### src/rtl/uart_word_rx_if.sv
// Serial line in, assembled word and status pulses out, for the UART word receiver.
interface uart_word_rx_if;
  logic        rx;
  logic [31:0] data_out;
  logic        data_valid;
  logic        frame_err;
  logic        busy;

  modport master (
    input  rx,
    output data_out,
    output data_valid,
    output frame_err,
    output busy
  );

  modport slave (
    output rx,
    input  data_out,
    input  data_valid,
    input  frame_err,
    input  busy
  );
endinterface

### src/rtl/uart_word_rx.sv
// 8N1 UART receiver that packs four bytes (MSB first) into a 32-bit word.
// Zero, stale or malformed words are rejected because the consumer divides by data_out.
module uart_word_rx #(
  parameter int unsigned CLK_FREQ   = 100_000_000,
  parameter int unsigned BAUD       = 115200,
  parameter int unsigned GAP_BITS   = 20,
  parameter logic [31:0] RESET_WORD = 32'd2000
) (
  input logic            clk,
  input logic            reset,
  uart_word_rx_if.master bus
);

  localparam int unsigned CLKS_PER_BIT = CLK_FREQ / BAUD;
  localparam int unsigned HALF_BIT     = CLKS_PER_BIT / 2;
  localparam int unsigned GAP_CYCLES   = GAP_BITS * CLKS_PER_BIT;
  localparam int unsigned CntW         = $clog2(CLKS_PER_BIT + 1);
  localparam int unsigned GapW         = $clog2(GAP_CYCLES + 1);

  localparam logic [CntW-1:0] BitLast  = CntW'(CLKS_PER_BIT - 1);
  localparam logic [CntW-1:0] HalfLast = CntW'(HALF_BIT - 1);
  localparam logic [GapW-1:0] GapLast  = GapW'(GAP_CYCLES - 1);

  typedef enum logic [2:0] {
    StIdle,
    StStart,
    StData,
    StStop,
    StWaitIdle
  } state_e;

  state_e          state_q, state_d;
  logic            rx_meta_q, rx_s_q;
  logic [CntW-1:0] cnt_q, cnt_d;
  logic [2:0]      bit_idx_q, bit_idx_d;
  logic [7:0]      shift_q, shift_d;
  logic [1:0]      byte_idx_q, byte_idx_d;
  logic [31:0]     asm_q, asm_d;
  logic            word_pend_q, word_pend_d;
  logic [GapW-1:0] gap_q, gap_d;
  logic [31:0]     data_out_q, data_out_d;
  logic            data_valid_q, data_valid_d;
  logic            frame_err_q, frame_err_d;
  logic            byte_done;

  always_comb begin
    state_d      = state_q;
    cnt_d        = cnt_q;
    bit_idx_d    = bit_idx_q;
    shift_d      = shift_q;
    byte_idx_d   = byte_idx_q;
    asm_d        = asm_q;
    word_pend_d  = 1'b0;
    gap_d        = gap_q;
    data_out_d   = data_out_q;
    data_valid_d = 1'b0;
    frame_err_d  = 1'b0;
    byte_done    = 1'b0;

    unique case (state_q)
      StIdle: begin
        if (!rx_s_q) begin
          state_d = StStart;
          cnt_d   = '0;
        end
      end
      StStart: begin
        if (cnt_q == HalfLast) begin
          cnt_d = '0;
          if (!rx_s_q) begin
            state_d   = StData;
            bit_idx_d = '0;
          end else begin
            state_d = StIdle;
          end
        end else begin
          cnt_d = cnt_q + 1'b1;
        end
      end
      StData: begin
        if (cnt_q == BitLast) begin
          cnt_d     = '0;
          shift_d   = {rx_s_q, shift_q[7:1]};
          bit_idx_d = bit_idx_q + 1'b1;
          if (bit_idx_q == 3'd7) state_d = StStop;
        end else begin
          cnt_d = cnt_q + 1'b1;
        end
      end
      StStop: begin
        // Sampled mid-stop-bit so a back-to-back start edge is not missed.
        if (cnt_q == BitLast) begin
          cnt_d = '0;
          if (rx_s_q) begin
            state_d   = StIdle;
            byte_done = 1'b1;
          end else begin
            state_d     = StWaitIdle;
            frame_err_d = 1'b1;
            byte_idx_d  = '0;
          end
        end else begin
          cnt_d = cnt_q + 1'b1;
        end
      end
      StWaitIdle: begin
        if (rx_s_q) state_d = StIdle;
      end
      default: state_d = StIdle;
    endcase

    if (byte_done) begin
      unique case (byte_idx_q)
        2'd0: asm_d[31:24] = shift_q;
        2'd1: asm_d[23:16] = shift_q;
        2'd2: asm_d[15:8]  = shift_q;
        2'd3: asm_d[7:0]   = shift_q;
      endcase
      byte_idx_d  = byte_idx_q + 1'b1;
      word_pend_d = (byte_idx_q == 2'd3);
    end

    if (word_pend_q) begin
      if (asm_q != '0) begin
        data_out_d   = asm_q;
        data_valid_d = 1'b1;
      end else begin
        frame_err_d = 1'b1;
      end
    end

    // Timeout is tested before start detect so an expiring word yields to a fresh byte 0.
    if ((state_q == StIdle) && (byte_idx_q != '0)) begin
      if (gap_q == GapLast) begin
        gap_d       = '0;
        byte_idx_d  = '0;
        frame_err_d = 1'b1;
      end else if (!rx_s_q) begin
        gap_d = '0;
      end else begin
        gap_d = gap_q + 1'b1;
      end
    end else begin
      gap_d = '0;
    end
  end

  always_ff @(posedge clk) begin
    if (reset) begin
      rx_meta_q    <= 1'b1;
      rx_s_q       <= 1'b1;
      state_q      <= StIdle;
      cnt_q        <= '0;
      bit_idx_q    <= '0;
      shift_q      <= '0;
      byte_idx_q   <= '0;
      asm_q        <= '0;
      word_pend_q  <= 1'b0;
      gap_q        <= '0;
      data_out_q   <= RESET_WORD;
      data_valid_q <= 1'b0;
      frame_err_q  <= 1'b0;
    end else begin
      rx_meta_q    <= bus.rx;
      rx_s_q       <= rx_meta_q;
      state_q      <= state_d;
      cnt_q        <= cnt_d;
      bit_idx_q    <= bit_idx_d;
      shift_q      <= shift_d;
      byte_idx_q   <= byte_idx_d;
      asm_q        <= asm_d;
      word_pend_q  <= word_pend_d;
      gap_q        <= gap_d;
      data_out_q   <= data_out_d;
      data_valid_q <= data_valid_d;
      frame_err_q  <= frame_err_d;
    end
  end

  assign bus.data_out   = data_out_q;
  assign bus.data_valid = data_valid_q;
  assign bus.frame_err  = frame_err_q;
  assign bus.busy       = (state_q != StIdle) || (byte_idx_q != '0);

endmodule

### src/flat_wrapper.sv
// flat-port wrapper written by rule: the top's interface ports become plain ports
module uart_word_rx_flat 
#(
  parameter int unsigned CLK_FREQ   = 100_000_000,
  parameter int unsigned BAUD       = 115200,
  parameter int unsigned GAP_BITS   = 20,
  parameter logic [31:0] RESET_WORD = 32'd2000
)
  (clk, reset, bus_rx, bus_data_out, bus_data_valid, bus_frame_err, bus_busy);
  uart_word_rx_if bus_i ();
  input logic clk;
  input logic reset;
  input wire logic [$bits(bus_i.rx)-1:0] bus_rx;
  output wire logic [$bits(bus_i.data_out)-1:0] bus_data_out;
  output wire logic [$bits(bus_i.data_valid)-1:0] bus_data_valid;
  output wire logic [$bits(bus_i.frame_err)-1:0] bus_frame_err;
  output wire logic [$bits(bus_i.busy)-1:0] bus_busy;
  assign bus_i.rx = bus_rx;
  assign bus_data_out = bus_i.data_out;
  assign bus_data_valid = bus_i.data_valid;
  assign bus_frame_err = bus_i.frame_err;
  assign bus_busy = bus_i.busy;
  uart_word_rx #(.CLK_FREQ(CLK_FREQ), .BAUD(BAUD), .GAP_BITS(GAP_BITS), .RESET_WORD(RESET_WORD)) u_core (.clk(clk), .reset(reset), .bus(bus_i));
endmodule
### config.mk
export PLATFORM = sky130hd
export DESIGN_NAME = uart_word_rx_flat
export DESIGN_NICKNAME = d
export VERILOG_FILES = /design/src/rtl/uart_word_rx_if.sv /design/src/rtl/uart_word_rx.sv /design/src/flat_wrapper.sv
export SDC_FILE = /design/constraint.sdc
export NUM_CORES = 1
export LEC_CHECK = 0
export BUFFER_PORTS_ARGS = -buffer_cell sky130_fd_sc_hd__buf_2
export CELL_PAD_IN_SITES_DETAIL_PLACEMENT = 2
export CELL_PAD_IN_SITES_GLOBAL_PLACEMENT = 2
export CORE_ASPECT_RATIO = 0.9
export CORE_MARGIN = 2
export CORE_UTILIZATION = 37
export DETAILED_ROUTE_END_ITERATION = 12
export GPL_TIMING_DRIVEN = 0
export PLACE_DENSITY = 0.82
export SKIP_LAST_GASP = 1
export SYNTH_ARGS = -nofsm -noshare
export SYNTH_HDL_FRONTEND = slang
export SYNTH_SLANG_ARGS = --single-unit
### constraint.sdc
create_clock -name clk -period 2.34 [get_ports clk]
set_input_delay 0.468 -clock clk [delete_from_list [all_inputs] [get_ports clk]]
set_output_delay 0.468 -clock clk [all_outputs]
set_load 0.02 [all_outputs]
==> reports/results.ini <==
[worst_setup_path]
cells_along_the_critical_path = or3b_4 > or3_4 > a22oi_2 > or3_1 > clkbuf_2 > o311ai_1
timing.setup.critical_path_class = register to register
max_stage_delay_ns = 0.46
crit_fanout = 7
worst_path_max_delay_cell = sky130_fd_sc_hd__or3b_4
setup.worst_path.start_class = register
worst-r2r-cell-count = 6
crit_arrival_ns = 2.44
end_kind = register
crit_required_ns = 2.57

[global_routing]
largest_net_degree_at_the_start_of_global_routing = 18
number_of_global_route_vias_before_repair = 3932
grt_overflow_total = 0
number_of_antenna_violations_at_the_first_check_in_global_routing = 0
grt_first_pass_wirelength_um = 21300
globalRouteTotalUtil_pct = 21.1

[yosys]
synth_fa_ha_area_share_pct = 2.47
share_of_async_settable_or_async_resettable_flops_after_synthesis_pct = 0
syn_inst = 476
synth.lib_cells_used.distinct = 56
synthesized_area_fraction_occupied_by_xor_and_xnor_cells_pct = 2.69
dominantRegCellSynth = sky130_fd_sc_hd__dfxtp_1
postSynthAreaPerCell_um2 = 9.57
synth.cell_area_um2 = 4550
synth.yosys.seq_area_share_pct = 48.4
synth_simple_gate_area_share_pct = 23.3
synth_fp_nets = 488
synth.yosys.warnings = 0
synth.top_cells.by_area = sky130_fd_sc_hd__dfxtp_1 48%, sky130_fd_sc_hd__mux2i_1 13%, sky130_fd_sc_hd__nor2_1 7.7%
yosysTopAreaCell = sky130_fd_sc_hd__dfxtp_1
compound_gate_fraction_of_synth_area_pct = 6.82
yosys.area.top_type_share_pct = 48.4
synth.mux.area_fraction_pct = 13.0
synth-edff-count = 0
postSynthRegisterBits = 110
combinational_family_with_the_most_area_after_synthesis = simple AND/OR/NAND/NOR gates

[timing]
grt_setup_unrepaired = false
timing.final.hold_violations = 0
clock-skew-final_ns = 0.0106
drv_slew = 0
setup_viol_count_final = 0
timing.hold.ws_ns = 0.290
min_period_ns = 2.22
timing.max_slew.rel_slack_pct = 57.6
timing.fmax_mhz = 451
tightest_slew_ns = 0.635
min_period_over_period_pct = 94.8

[placement]
buffer_ports.inserted = 37
placedInstanceArea_um2 = 4940
gp_congestion = 0.807
detailed_place_hpwl_um = 9080

[finish]
finish.net_count = 538
area_delta_synth_final_pct = 17.2
finish.utilization_pct = 44.4
mostFrequentLayoutCells = 110 x sky130_fd_sc_hd__dfxtp_1, 94 x sky130_fd_sc_hd__nor2_1, 59 x sky130_fd_sc_hd__mux2i_1
insertedDiodeCount = 0
final_cell_area_um2 = 5340
proportion_of_layout_cells_with_a_drive_suffix_above_1_pct = 16.0
mostFrequentLayoutCell = sky130_fd_sc_hd__dfxtp_1

[power]
power_leakage_nw = 2.36
clkPwrFrac_pct = 46.8
switchingPower_mw = 0.783
pwr-share-seq_pct = 51.0
power_report.internal_total_mw = 2.90
ir_drop_uv = 775
total_power_mw = 3.68
p_sw_share_pct = 21.3
power.density_nw_per_um2 = 689
power.share.combinational_pct = 2.2

[flow_run]
max_cap_violations = 0

[routing]
via_per_inst = 5.26
antenna_left = 0
dr.first_iter.drc_count = 101
avgRoutedWirePerCell_um = 18.9
drt_first_pass_iters = 4
detail_route.drc_violations = 0
vias = 3637
wl_um = 13100

[clock_network]
worstSkewPairLatency_ns = 0.36
cts_tree = built
htree_num_levels = 3
cts.path.max_buffers = 2
clk_root_buffer_cell = sky130_fd_sc_hd__clkbuf_16
clk_pin_slew_ns = 0.07
cts_buffers = 9
tritoncts_num_sinks = 110

[floorplan]
die_h_um = 109
core_um2 = 12000
initial_utilization_pct = 37.9
floorplan.io_pins = 38
num_rows = 38
die_area_um2 = 13200
die_width_um = 121

[worst_hold_path]
whs_path_depth = 2
hold_class = primary input to register

[status]
outcome = completed

==> power by group through the flow <==
stage	clock, mW	sequential (mW)	combinational, mW
2_1_floorplan	0	1.92	0.0496
3_3_place_gp	0	1.92	0.0771
3_5_place_dp	0	1.92	0.0796
4_1_cts	1.77	1.88	0.0811
5_1_grt	1.85	1.88	0.0884
6_report	1.72	1.88	0.0801
==> state kept, by name, summed over array words and instances, names as in the netlist <==
name and flops:
u_core.rx_meta_q 1, u_core.bus.frame_err 1, u_core.byte_idx_q 2, u_core.asm_q 32, u_core.word_pend_q 1, u_core.cnt_q 10
u_core.rx_s_q 1, u_core.bus.data_valid 1, u_core.bus.data_out 32, u_core.shift_q 8, u_core.gap_q 15, u_core.bit_idx_q 3
u_core.state_q 3
==> critical path: cells and delay by family (launching register included) <==
family / cells / cell delay [ns]
DFF: 1 / 0.43
AOI/OAI and AO/OA: 2 / 0.40
and+or+nand+nor: 3 / 1.05
buffers and inverters: 1 / 0.21
==> synthesized netlist by cell type (2+ instances only) <==
library cell,number
sky130_fd_sc_hd__a2bb2oi_1,2
sky130_fd_sc_hd__and3_1,2
sky130_fd_sc_hd__mux2i_1,59
sky130_fd_sc_hd__o211ai_1,2
sky130_fd_sc_hd__nor2_1,94
sky130_fd_sc_hd__or4b_2,3
sky130_fd_sc_hd__xor2_1,9
sky130_fd_sc_hd__xnor2_1,5
sky130_fd_sc_hd__clkbuf_1,14
sky130_fd_sc_hd__ha_1,9
sky130_fd_sc_hd__a22oi_1,2
sky130_fd_sc_hd__nand2_1,33
sky130_fd_sc_hd__nand3b_1,4
sky130_fd_sc_hd__dfxtp_1,110
sky130_fd_sc_hd__or3_1,9
sky130_fd_sc_hd__nor3_1,7
sky130_fd_sc_hd__nand2b_1,2
sky130_fd_sc_hd__inv_1,12
sky130_fd_sc_hd__or4_1,2
sky130_fd_sc_hd__buf_2,6
sky130_fd_sc_hd__o311ai_1,3
sky130_fd_sc_hd__nor4_1,9
sky130_fd_sc_hd__o31ai_1,2
sky130_fd_sc_hd__a21oi_1,15
sky130_fd_sc_hd__nand3_4,3
sky130_fd_sc_hd__nand3_1,11
sky130_fd_sc_hd__o21ai_0,2
sky130_fd_sc_hd__nand4_1,6
sky130_fd_sc_hd__a21o_1,2
sky130_fd_sc_hd__a211o_1,7
sky130_fd_sc_hd__nand4bb_1,2
sky130_fd_sc_hd__nor2b_1,3
sky130_fd_sc_hd__or2_2,2
==> cell type report <==
type | count | area [um2]
Inverter | 12 | 45.0
Clock inverter | 4 | 76.3
Fill cell | 1298 | 6690
Clock buffer | 12 | 256
Sequential cell | 110 | 2200
Timing Repair Buffer | 39 | 213
Buffer | 24 | 118
Multi-Input combinational cell | 330 | 2230
Tap cell | 160 | 200
==> path summary, 6_finish.rpt <==
path | start | end | slack [ns]
setup reg to reg | u_core.cnt_q[8]$_SDFFE_PP0P_ | u_core.cnt_q[8]$_SDFFE_PP0P_ | 0.12
hold / removal | bus_rx | u_core.rx_meta_q$_SDFF_PP1_ | 0.29
hold reg to reg | u_core.rx_meta_q$_SDFF_PP1_ | u_core.rx_s_q$_SDFF_PP1_ | 0.41
setup / recovery | u_core.cnt_q[8]$_SDFFE_PP0P_ | u_core.cnt_q[8]$_SDFFE_PP0P_ | 0.12
==> metal layers <==
| layer | track usage [%] | up-vias | share of wire (%) |
|---|---|---|---|
| met2 | 36.2 | 38 | 50 |
| met4 | 5.40 | 0 | 1.1 |
| li1 | - | 1747 | - |
| met1 | 26.6 | 1840 | 46 |
| met3 | 5.23 | 12 | 2.5 |
| met5 | 0 | - | 0 |
==> logic make-up (layout without fill, tap and decap cells) <==
family / after synthesis / after routing
compound gates: 44 / 44
xor+xnor: 14 / 14
buf+inv: 36 / 91
flops: 110 / 110
mux: 59 / 59
simple gates: 204 / 204
fa+ha+maj: 9 / 9
==> stage by stage <==
step	setup TNS, ns	std cells	setup slack (ns)
global placement	-0.293	673	-0.0344
finish	0	691	0.122
floorplan	0	476	0.362
detailed placement	-0.759	673	-0.106
CTS	-0.000161	691	-0.000161
global route	0	691	0.00367
==> repair_timing <==
item                       4_1_cts  5_1_grt
buffers inserted                 2        0
hold buffers                     0        0
pin swaps                        1        0
setup endpoints to repair       45       30
resized for setup                2        7
No activity file was read; power rests on OpenSTA's default activity.
